[src/rtl/circuito.sv]
// Combination-lock sequence checker: four 8-bit codes in consecutive clocks open
// the lock; a wrong code after the first one latches ERROR until reset.
//
// state | meaning
// ------+--------------------------------------------------------------
// IDLE  | 0000, waiting for the first code (0x8C); mismatches hold here
// S1    | 0101, first code accepted, expecting 0x5A
// S2    | 0110, second code accepted, expecting 0xA5
// S3    | 0111, third code accepted, expecting 0x3C
// OPEN  | 1111, unlocked; holds until reset
// ERROR | 1000, wrong entry; holds until reset
module circuito (
    input  logic clk,
    input  logic reset,
    input  logic b8,
    input  logic b7,
    input  logic b6,
    input  logic b5,
    input  logic b4,
    input  logic b3,
    input  logic b2,
    input  logic b1,
    output logic a,
    output logic b,
    output logic c,
    output logic d
);

    typedef enum logic [3:0] {
        IDLE  = 4'b0000,
        S1    = 4'b0101,
        S2    = 4'b0110,
        S3    = 4'b0111,
        OPEN  = 4'b1111,
        ERROR = 4'b1000
    } state_t;

    state_t     state;
    state_t     state_nxt;
    logic [7:0] w;

    assign w = {b8, b7, b6, b5, b4, b3, b2, b1};

    always_ff @(posedge clk) begin
        if (reset) begin
            state <= IDLE;
        end else begin
            state <= state_nxt;
        end
    end

    // Unused 4-bit encodings fall through to the default and land in ERROR.
    always_comb begin
        state_nxt = ERROR;
        case (state)
            IDLE:    state_nxt = (w == 8'h8C) ? S1   : IDLE;
            S1:      state_nxt = (w == 8'h5A) ? S2   : ERROR;
            S2:      state_nxt = (w == 8'hA5) ? S3   : ERROR;
            S3:      state_nxt = (w == 8'h3C) ? OPEN : ERROR;
            OPEN:    state_nxt = OPEN;
            ERROR:   state_nxt = ERROR;
            default: state_nxt = ERROR;
        endcase
    end

    assign {a, b, c, d} = state;

endmodule

[config.mk]
export PLATFORM = sky130hd
export DESIGN_NAME = circuito
export DESIGN_NICKNAME = d
export VERILOG_FILES = /design/src/rtl/circuito.sv
export SDC_FILE = /design/constraint.sdc
export NUM_CORES = 1
export LEC_CHECK = 0
export ABC_CLOCK_PERIOD_IN_PS = 1400
export BUFFER_PORTS_ARGS = -buffer_cell sky130_fd_sc_hd__buf_2
export CAP_MARGIN = 30
export CORE_AREA = 5 5 42 44
export CTS_CLUSTER_DIAMETER = 80
export DETAILED_ROUTE_END_ITERATION = 8
export DIE_AREA = 0 0 47 49
export GPL_ROUTABILITY_DRIVEN = 0
export PLACE_DENSITY = 0.46
export SLEW_MARGIN = 0
export SYNTH_ARGS = -nofsm -noshare
export SYNTH_HDL_FRONTEND = slang
export SYNTH_SLANG_ARGS = --single-unit
[constraint.sdc]
create_clock -name clk -period 1.4 [get_ports clk]
set_clock_uncertainty 0.1 [all_clocks]
set_input_delay 0.14 -clock clk [delete_from_list [all_inputs] [get_ports clk]]
set_output_delay 0.14 -clock clk [all_outputs]
set_load 0.005 [all_outputs]
==> flow_metrics.tcl <==
set metrics [dict create \
    hold_path_end "state[0]$_SDFF_PP0_" \
    synth-xor-area-share_pct 0 \
    grt_first_pass_wirelength_um 1545 \
    cts_sinks 4 \
    setup-violations-final 1 \
    path_max_fanout 5 \
    drive_gt1_share_pct 73.85 \
    core_um2 1401 \
    ys_seq_area_share_pct 27.35 \
    insertion_delay_ns 0.23 \
    synthAdderAreaFrac_pct 3.419 \
    place_area_um2 481.7 \
    grt_overflow 0 \
    wl_um 961 \
    critPathArrivalTime_ns 1.45 \
    crit_type "reg -> reg" \
    die_area_um2 2303 \
    design.portCount 14 \
    hold_viol 0 \
    die_w_um 47 \
    syn_nets 44 \
    largest_reg_flops 4 \
    initial_core_util_pct 20.89 \
    rows 14 \
    antenna_found_initial 0 \
    synthMuxAreaShare_pct 0 \
    tightest_slew_ns 0.2549 \
    r2r_cells 3 \
    holdBufCountCts 0 \
    r2r-start "state[1]$_SDFF_PP0_" \
    top_register "state" \
    wl_per_cell_um 11.86 \
    drc 0 \
    ir_drop_mv 0.5891 \
    violations "setup timing" \
    synth_top_family_by_area "simple AND/OR/NAND/NOR gates" \
    slew-limit-headroom_pct 82.98 \
    clk_pin_slew_worst_paths_ns 0.04 \
    fmaxAchievable_mhz 712.9 \
    nets 77 \
    syn_avg_cell_area_um2 8.611 \
    die_h_um 49 \
    cp_data_required_time_ns 1.44 \
    num_vias 397 \
    min_path_type "in -> reg" \
    dp.cells 76 \
    stdcell_count 81 \
    hold_start "reset" \
    cts_buffers 3 \
    routed_via_density 4.901 \
    min_path_cells 2 \
    drt_iter0_drc 13 \
    worst_setup_path_start_kind "flop" \
    fin_ws_ns -0.002815 \
    dp_hpwl_um 742.3 \
    area_growth_syn_to_layout_pct 104.7 \
    portBuffers 13 \
    reg_top3 "state x4" \
    synthSimpleGateAreaFrac_pct 47.01 \
    power.leakage_uw 0.0002788 \
    fin_crit_sh_pct 100.2 \
    first_global_vias 388 \
    grt_max_degree 7 \
    rrSetupSlack_ns -0.003 \
    status "complete, but fails checks" \
    grt_setup_unrepaired "true" \
    p_per_area_nw_per_um2 498.8 \
    maxCapViolCount 0 \
    ant_nets 0 \
    postLayoutCellArea_um2 599.3 \
    slew_viol_final 0 \
    syn_inst 34 \
    htree_num_levels 1 \
    grtUsageTotal_pct 8.650 \
    root_buffer "clkbuf_4" \
    utilization_pct 42.77 \
    cts_tree "built" \
    fin_total_pwr_uw 299.0 \
    cp-end-kind "flop" \
    syn-cell-area_um2 292.8 \
    num-fill-cells 148 \
    first_pass_iters 4 \
    ys_seq_elements 4 \
    r2r_end "state[0]$_SDFF_PP0_" \
    yosys_warnings 0 \
    synth_compound_area_share_pct 20.94 \
    ys_types 23 \
    clk_path_buf_depth 2 \
    fin_crit_ns 1.403 \
    num_antenna_cells 0 \
    pre_cts_slack_ns -0.1586 \
]
cells by family (layout without fill, tap and decap cells):
group | Yosys count | count (layout)
AOI/OAI and AO/OA | 9 | 9
adders and majority gates | 1 | 1
and+or+nand+nor | 19 | 19
DFF | 4 | 4
buffers and inverters | 1 | 32
worst max path at each step:
stage	from	endpoint	cells after the start
final	state[1]$_SDFF_PP0_	state[0]$_SDFF_PP0_	3
after CTS	state[3]$_SDFF_PP0_	state[3]$_SDFF_PP0_	5
after detailed placement	b7	state[0]$_SDFF_PP0_	5
after global placement	b7	state[0]$_SDFF_PP0_	5
after global routing	state[3]$_SDFF_PP0_	state[3]$_SDFF_PP0_	5
after floorplan	state[0]$_SDFF_PP0_	state[3]$_SDFF_PP0_	5
per-stage QoR:
step | TNS (ns) | hold slack, ns
2_1_floorplan | -0.003871 | 0.1121
3_3_place_gp | -0.5001 | 0.2748
3_5_place_dp | -0.4299 | 0.2837
4_1_cts | -0.004110 | 0.02711
5_1_grt | -0.1980 | 0.01815
6_report | -0.002815 | 0.03648
metal layers:
| layer | track usage (%) | wire (um) | share of wire [%] |
|---|---|---|---|
| met2 | 13.35 | 490 | 51 |
| met4 | 1.382 | 0 | 0 |
| met1 | 11.38 | 418 | 43 |
| met3 | 3.321 | 51 | 5.3 |
| met5 | 0 | 0 | 0 |
power breakdown:
group / leakage (uW) / total [uW] / internal [uW] / switching [uW]
sequential: 0.0000352 / 110 / 109 / 0.424
combinational: 0.000230 / 50.1 / 30.4 / 19.7
clock: 0.0000138 / 139 / 95.5 / 43.6
cell type report:
cell class	instances	area, um^2	share of cell area [%]
Tap cell	16	20.02	3.340
Timing Repair Buffer	28	177.7	29.65
Multi-Input combinational cell	29	282.8	47.18
Clock buffer	3	22.52	3.758
Inverter	1	3.754	0.6263
Sequential cell	4	92.59	15.45
cells in the final DEF (no fill, tap or decap), drive strengths merged:
cell type   n
or4         1
buf        28
a311oi      1
nand3       1
nor3b       2
o2bb2ai     1
maj3        1
nand4       2
o21ai       1
and4bb      2
nor2        1
inv         1
nand2       3
o31ai       2
or3b        1
clkbuf      3
nor4        1
a21oi       3
and2b       1
and2        1
nor4bb      2
a211o       1
nand4b      1
dfxtp       4
cells in the mapped netlist:
library cell	instances	area, um^2
a211o_1	1	8.760
nand4b_1	1	8.760
a21oi_1	3	15.01
maj3_1	1	10.01
a311oi_1	1	8.760
and2b_1	1	7.510
and4bb_1	1	12.51
o31ai_1	2	15.01
dfxtp_1	4	80.08
inv_1	1	3.750
nand3_1	1	5.000
nand4_1	2	12.51
and4bb_2	1	12.51
o2bb2ai_1	1	8.760
nand2_1	3	11.26
nor2_1	1	3.750
nor4bb_1	2	20.02
and2_1	1	6.260
or4_1	1	7.510
o21ai_0	1	5.000
nor3b_1	2	15.01
or3b_2	1	8.760
nor4_1	1	6.260
critical path: stages (launching register included):
cell and delay, ns:
dfxtp_4 0.37, nand2_4 0.06, or4_4 0.55, a311oi_2 0.24
repair_timing:
item / 4_1_cts / 5_1_grt
buffers inserted: 0 / 2
gates cloned: 0 / 0
gates resized for setup: 13 / 9
setup endpoints to repair: 4 / 4
pin swaps: 5 / 0
No activity file was read; power rests on OpenSTA's default activity.
